[src/rtl/skewed_data_fetcher.sv]
// Operand feeder for the systolic array: streams row vectors from a
// write-loadable buffer onto MATRIX_SIZE lanes, one vector every INTERVAL
// cycles, with optional diagonal skew (lane i delayed i cycles).
module skewed_data_fetcher #(
    parameter int MATRIX_SIZE = 2,
    parameter int DATA_SIZE   = 32,
    parameter int NUM_VECTORS = MATRIX_SIZE,
    parameter int INTERVAL    = 4,
    parameter int SKEW        = 1,
    localparam int DEPTH      = NUM_VECTORS * MATRIX_SIZE,
    localparam int AW         = (DEPTH > 1) ? $clog2(DEPTH) : 1
) (
    input  logic                 clk,
    input  logic                 reset,
    input  logic                 enable,
    input  logic                 start,
    input  logic                 wr_en,
    input  logic [AW-1:0]        wr_addr,
    input  logic [DATA_SIZE-1:0] wr_data,
    output logic [DATA_SIZE-1:0] data_out [MATRIX_SIZE-1:0],
    output logic [MATRIX_SIZE-1:0] valid_out,
    output logic                 busy,
    output logic                 done
);

    localparam int CW         = (INTERVAL > 1) ? $clog2(INTERVAL) : 1;
    localparam int VW         = $clog2(NUM_VECTORS + 1);
    localparam int DRAIN_LEN  = (SKEW != 0) ? MATRIX_SIZE - 1 : 0;
    localparam int DRAIN_LAST = (DRAIN_LEN > 0) ? DRAIN_LEN - 1 : 0;
    localparam int DCW        = (DRAIN_LEN > 1) ? $clog2(DRAIN_LEN) : 1;

    typedef enum logic [1:0] {StIdle, StRun, StDrain, StDone} state_e;

    state_e               state_q;
    logic [CW-1:0]        cnt_q;
    logic [VW-1:0]        vec_idx_q;
    logic [DCW-1:0]       drain_q;
    logic                 busy_q;
    logic                 done_q;
    logic                 issue;

    logic [DATA_SIZE-1:0] mem [DEPTH];

    assign busy = busy_q;
    assign done = done_q;

    // A vector leaves the buffer on the last count of each interval.
    assign issue = (state_q == StRun) && (cnt_q == CW'(INTERVAL - 1)) &&
                   (vec_idx_q != VW'(NUM_VECTORS));

    // Buffer write port: no reset, writes accepted in any state and during stalls.
    always_ff @(posedge clk) begin
        if (wr_en) begin
            mem[wr_addr] <= wr_data;
        end
    end

    // Run sequencing; busy/done are registered alongside the state.
    always_ff @(posedge clk) begin
        if (reset) begin
            state_q   <= StIdle;
            cnt_q     <= '0;
            vec_idx_q <= '0;
            drain_q   <= '0;
            busy_q    <= 1'b0;
            done_q    <= 1'b0;
        end else if (enable) begin
            unique case (state_q)
                StIdle: begin
                    if (start) begin
                        state_q   <= StRun;
                        cnt_q     <= '0;
                        vec_idx_q <= '0;
                        busy_q    <= 1'b1;
                    end
                end
                StRun: begin
                    // The cycle after the last issue lets lane 0 present it
                    // before draining the skewed lanes.
                    if (vec_idx_q == VW'(NUM_VECTORS)) begin
                        drain_q <= '0;
                        if (DRAIN_LEN == 0) begin
                            state_q <= StDone;
                            busy_q  <= 1'b0;
                            done_q  <= 1'b1;
                        end else begin
                            state_q <= StDrain;
                        end
                    end else begin
                        cnt_q <= (cnt_q == CW'(INTERVAL - 1)) ? '0 : cnt_q + 1'b1;
                        if (issue) begin
                            vec_idx_q <= vec_idx_q + 1'b1;
                        end
                    end
                end
                StDrain: begin
                    if (drain_q == DCW'(DRAIN_LAST)) begin
                        state_q <= StDone;
                        busy_q  <= 1'b0;
                        done_q  <= 1'b1;
                    end else begin
                        drain_q <= drain_q + 1'b1;
                    end
                end
                StDone: begin
                    state_q <= StIdle;
                    done_q  <= 1'b0;
                end
                default: begin
                    state_q <= StIdle;
                    busy_q  <= 1'b0;
                    done_q  <= 1'b0;
                end
            endcase
        end
    end

    for (genvar i = 0; i < MATRIX_SIZE; i++) begin : g_lane
        // Stage 0 is the issue register shared by all lanes; skewed lanes add i more.
        localparam int STAGES = (SKEW != 0) ? i + 1 : 1;

        logic [DATA_SIZE-1:0] stage_data_q  [STAGES];
        logic                 stage_valid_q [STAGES];
        logic [DATA_SIZE-1:0] rd_data;

        assign rd_data = mem[AW'(int'(vec_idx_q) * MATRIX_SIZE + i)];

        // Lane shift register; idle cycles inject zero data with valid low.
        always_ff @(posedge clk) begin
            if (reset) begin
                for (int s = 0; s < STAGES; s++) begin
                    stage_data_q[s]  <= '0;
                    stage_valid_q[s] <= 1'b0;
                end
            end else if (enable) begin
                stage_data_q[0]  <= issue ? rd_data : '0;
                stage_valid_q[0] <= issue;
                for (int s = 1; s < STAGES; s++) begin
                    stage_data_q[s]  <= stage_data_q[s-1];
                    stage_valid_q[s] <= stage_valid_q[s-1];
                end
            end
        end

        assign data_out[i]  = stage_data_q[STAGES-1];
        assign valid_out[i] = stage_valid_q[STAGES-1];
    end

endmodule

[config.mk]
export PLATFORM = sky130hd
export DESIGN_NAME = skewed_data_fetcher
export DESIGN_NICKNAME = d
export VERILOG_FILES = /design/src/rtl/skewed_data_fetcher.sv
export SDC_FILE = /design/constraint.sdc
export NUM_CORES = 1
export LEC_CHECK = 0
export BUFFER_PORTS_ARGS = -buffer_cell sky130_fd_sc_hd__buf_2
export CELL_PAD_IN_SITES_DETAIL_PLACEMENT = 2
export CELL_PAD_IN_SITES_GLOBAL_PLACEMENT = 2
export CORE_UTILIZATION = 35
export DETAILED_ROUTE_END_ITERATION = 7
export GPL_ROUTABILITY_DRIVEN = 0
export HOLD_SLACK_MARGIN = 0.1
export PLACE_DENSITY_LB_ADDON = 0.1
export SLEW_MARGIN = 10
export SYNTH_ARGS = -nofsm -noshare
export SYNTH_HDL_FRONTEND = slang
export SYNTH_SLANG_ARGS = --single-unit
export TNS_END_PERCENT = 20
[constraint.sdc]
create_clock -name clk -period 5.3 [get_ports clk]
set_input_delay 1.59 -clock clk [delete_from_list [all_inputs] [get_ports clk]]
set_output_delay 1.59 -clock clk [all_outputs]
set_load 0.01 [all_outputs]
Word level (Yosys, flattened, before mapping)
Memories as Yosys holds them, arrays and structs flattened. A register that Yosys moved wholly into a read port is not among the register bits.
Index checks and enable logic that the tools add are counted.
{"block": "totals", "wordCells": 83, "input_bits": 39, "mem_bits_rw": 227, "output_inout_bits": 68, "n_memories": 5, "regBits": 9}
{"block": "op_classes", "mux": 38, "n_bitwise": 4, "eq_ne": 11, "n_addsub": 4, "n_reduce_logical": 15}
{"memory": "mem", "depth": 4, "width": 32, "read_ports": 2, "rd_ports_with_merged_regs": 1, "wr": 1, "line": "42", "text": "logic [DATA_SIZE-1:0] mem [DEPTH];"}
{"memory": "g_lane[1].stage_data_q", "depth": 2, "width": 32, "read_ports": 2, "rd_ports_with_merged_regs": 0, "wr": 2, "line": "122", "text": "logic [DATA_SIZE-1:0] stage_data_q [STAGES];"}
{"memory": "g_lane[0].stage_data_q", "depth": 1, "width": 32, "read_ports": 1, "rd_ports_with_merged_regs": 0, "wr": 1, "line": "122"}
{"memory": "g_lane[1].stage_valid_q", "depth": 2, "width": 1, "read_ports": 2, "rd_ports_with_merged_regs": 0, "wr": 2, "line": "123", "text": "logic stage_valid_q [STAGES];"}
{"memory": "g_lane[0].stage_valid_q", "depth": 1, "width": 1, "read_ports": 1, "rd_ports_with_merged_regs": 0, "wr": 1, "line": "123"}
{"op": "$mux 32", "n": 5}
{"op": "$reduce_or 32->1", "n": 1}
{"op": "$mux 2", "n": 10}
{"op": "$mux 1", "n": 17}
{"op": "$reduce_and 4->1", "n": 3}
{"op": "$ne 2x2->1 const B", "n": 5}
{"op": "$eq 2x2->1 const B", "n": 4}
{"op": "$pmux 2 s2", "n": 2}
{"op": "$pmux 2 s4", "n": 1}
{"op": "$reduce_bool 2->1", "n": 4}
{"op": "$add 2x1->2 const B", "n": 3}
{"op": "$pmux 1 s2", "n": 3}
{"op": "$reduce_and 3->1", "n": 2}
{"op": "$reduce_and 5->1", "n": 1}
{"op": "$or 1x1->1", "n": 4}
{"op": "$eq 2x1->1 const B", "n": 1}
{"op": "$logic_and 1x1->1", "n": 2}
{"op": "$logic_not 2->1", "n": 1}
{"op": "$ne 2x1->1 const B", "n": 1}
{"op": "$add 1x1->1 const B", "n": 1}
{"op": "$reduce_or 1->1", "n": 1}

Logic depth before layout (Yosys ltp)
{"block": "depth", "word_depth": 8, "mapped_depth": 8, "mapped_depth_nobuf": 6}

Worst setup path after synthesis
OpenSTA, ideal clock, no wires.
{"block": "synth_timing", "path_kind": "input-to-reg", "start": "input wr_addr[1]", "end": "memory mem[0][0] (enable)", "stages": 1, "t_arrival_ps": 3993, "t_required_ps": 4832, "path_slack_ps": 839, "path_buffers": 0, "setup_time_ps": 468, "cell_sequence": "nor3b_1"}
{"element": "from (decl)", "line": "18", "text": "input logic [AW-1:0] wr_addr,"}
{"element": "to (decl)", "line": "42"}
No word-level cell before the write port.

==> reports/summary.txt <==
Post-synthesis register bit count - 236
Largest net degree at the start of global routing - 67
DP HPWL - 10,400 um
P&R area growth vs syn - 16.6%
Sequential area share after synthesis - 0.797
Critical Path AT - 3630 ps
Netlist cell types - 29
Total I/O pin count - 107
Startpoint Class - input pin
Final Max Tran Viols - 0
Max Fclk - 303 MHz
DR vias/cell - 4.59
RSZ-0062 raised after global routing - no
Share of layout cells above drive strength 1 - 0.258
Tmin final - 3300 ps
Post-synth top area cell - edfxtp_1
Final count of negative-setup-slack endpoints - 0
Ys Warns - 0
Peak supply drop - 0.218 mV
Reg2Reg Depth - 5
Post-Syn Nets - 549
Clock Path Buffers - 3
Post-CTS setup buffer count - 0
Die ar. - 25,700 um2
CP max FO - 66
CTS resizes - 0
Clock Sinks - 236
Hold path cells - 2
Final net count - 634
Top_reg_cell synth - edfxtp_1
Initial core utilization - 0.359
Max Cap Violations - 0
Core area - 24,500 um2
Drt total wl - 17,600 um
Share of synthesized flip-flops with an asynchronous set or reset - 0
Post-Synthesis Cells - 504
Number of DRC markers in iteration 0 - 213
Worst-margin pin slew - 1180 ps
WL/cell - 18.9 um
Tcrit/Tclk final - 0.623
Clock slew seen by the registers of the worst setup and hold paths - 60 ps
Skew final - 11.4 ps
Outcome - finished, final reports clean
Type of the worst setup path - in -> reg
Crit end category - flop
Top-area cell type share of the netlist area - 0.776
Worst skew pair latency - 520 ps
DR pass1 iterations - 4
Vias - 4,278
Hold crit path type - reg -> reg
Cell Pwr Density - 391 nW/um2
Port Buffer Count - 106
Core Rows - 57
Most frequent cell after synthesis - edfxtp_1
Setup_tns - 0 ps
Worst Path Required - 5630 ps
Max-Slew Margin vs Limit - 0.213
TritonCTS Buffers - 26
Top cells by count, synth - 227 x edfxtp_1, 70 x nor2_1, 65 x mux2i_1
Htree depth - 1
Vias in the first global route - 4,713
Filler cells - 2,371
CTS root buf - clkbuf_16
Global-route wire length before repair - 27,300 um
Largest cells by area after synthesis - edfxtp_1 78%, mux2i_1 7.4%, buf_4 3.3%, nor2_1 3.0%, and2_1 2.4%
Hold Vio Cnt, Final - 0
Static Leak - 3.71 nW
Syn avg cell area - 17.4 um2
Initial antenna violation count - 1
# DRC - 0
Die Wd - 160 um
Remaining Overflow, GRT - 0
Synth Cell Area - 8780 um2
Die Ht - 160 um
Hold WS - 464 ps
Antenna viol nets, final - 0
Post-synth EDFFs - 227
CTS tree - yes
Global Route Usage Sum - 0.139
CTS Hold Bufs - 0
## stage by stage
stage	total power, W	cell area, um2	instances	utilization	setup WS, ps
2_1_floorplan	0.00228	8780	504	-	839
3_3_place_gp	0.00234	9430	885	0.386	1530
3_5_place_dp	0.00235	9430	885	0.386	1340
4_1_cts	0.00406	10200	932	0.418	1900
5_1_grt	0.00414	10200	932	0.418	1780
6_report	0.00400	10200	933	0.419	2000
## where the power goes
| part | internal, W | switching [W] | total (W) |
|---|---|---|---|
| logic | 0.0000481 | 0.0000966 | 0.000145 |
| registers | 0.00213 | 0.0000268 | 0.00216 |
| clock network | 0.000992 | 0.000703 | 0.00170 |
| total | 0.00318 | 0.000826 | 0.00400 |
## cells by family after synthesis
group,Yosys count,share of synthesized area
AO/OA/AOI/OAI,11,0.00784
adder cells (fa/ha/maj),6,0.00855
buffers and inverters,59,0.0432
flip-flops,236,0.797
multiplexers,66,0.0754
AND/OR/NAND/NOR,126,0.0681
## state kept, by name, indices dropped and copies added (netlist names), named ones only
register / count
busy: 1
g_lane.stage_valid_q: 3
state_q: 2
cnt_q: 2
done: 1
vec_idx_q: 2
g_lane.stage_data_q: 96
mem: 128
## worst paths after layout
| path | start | endpoint | slack [ps] |
|---|---|---|---|
| worst max-delay path | reset | g_lane[1].stage_data_q[0][2]$_SDFFCE_PN0P_ | 2000 |
| worst min-delay path | cnt_q[1]$_SDFFE_PP0P_ | cnt_q[1]$_SDFFE_PP0P_ | 460 |
| worst max register to register | state_q[1]$_SDFFE_PP0P_ | g_lane[1].stage_data_q[0][2]$_SDFFCE_PN0P_ | 3070 |
| worst min register to register | cnt_q[1]$_SDFFE_PP0P_ | cnt_q[1]$_SDFFE_PP0P_ | 460 |
## layer usage
layer | up-vias | track usage | part of all wire
met5 | - | 0 | 0
met4 | 0 | 0.0351 | 0.019
met3 | 30 | 0.0238 | 0.038
met2 | 87 | 0.242 | 0.51
met1 | 2169 | 0.180 | 0.44
li1 | 1992 | - | -
## critical path: stages
cell and delay, ps:
buf_2 170, and2b_2 650, nand3_4 830, nor2_1 370
## cells in the final DEF (no fill, tap or decap), types with 6 or more instances in the layout
cell type / n
buf_2: 106
dfxtp_1: 7
clkinv_1: 9
and2_1: 33
clkbuf_16: 26
ha_1: 6
nor2_1: 68
edfxtp_1: 227
nand2_1: 8
mux2i_1: 65
## layout make-up
type                       count  area (um2)  share of cell area
clock inverter                18         144              0.0141
sequential                   236        7000               0.684
inverter                       5        18.8             0.00183
antenna                        1        2.50            0.000244
tap                          324         405              0.0396
timing repair buffer         111         568              0.0555
clock buffer                  29         662              0.0646
multi-input combinational    209        1440               0.141
Note: power is estimated with default switching activity, not from simulation.
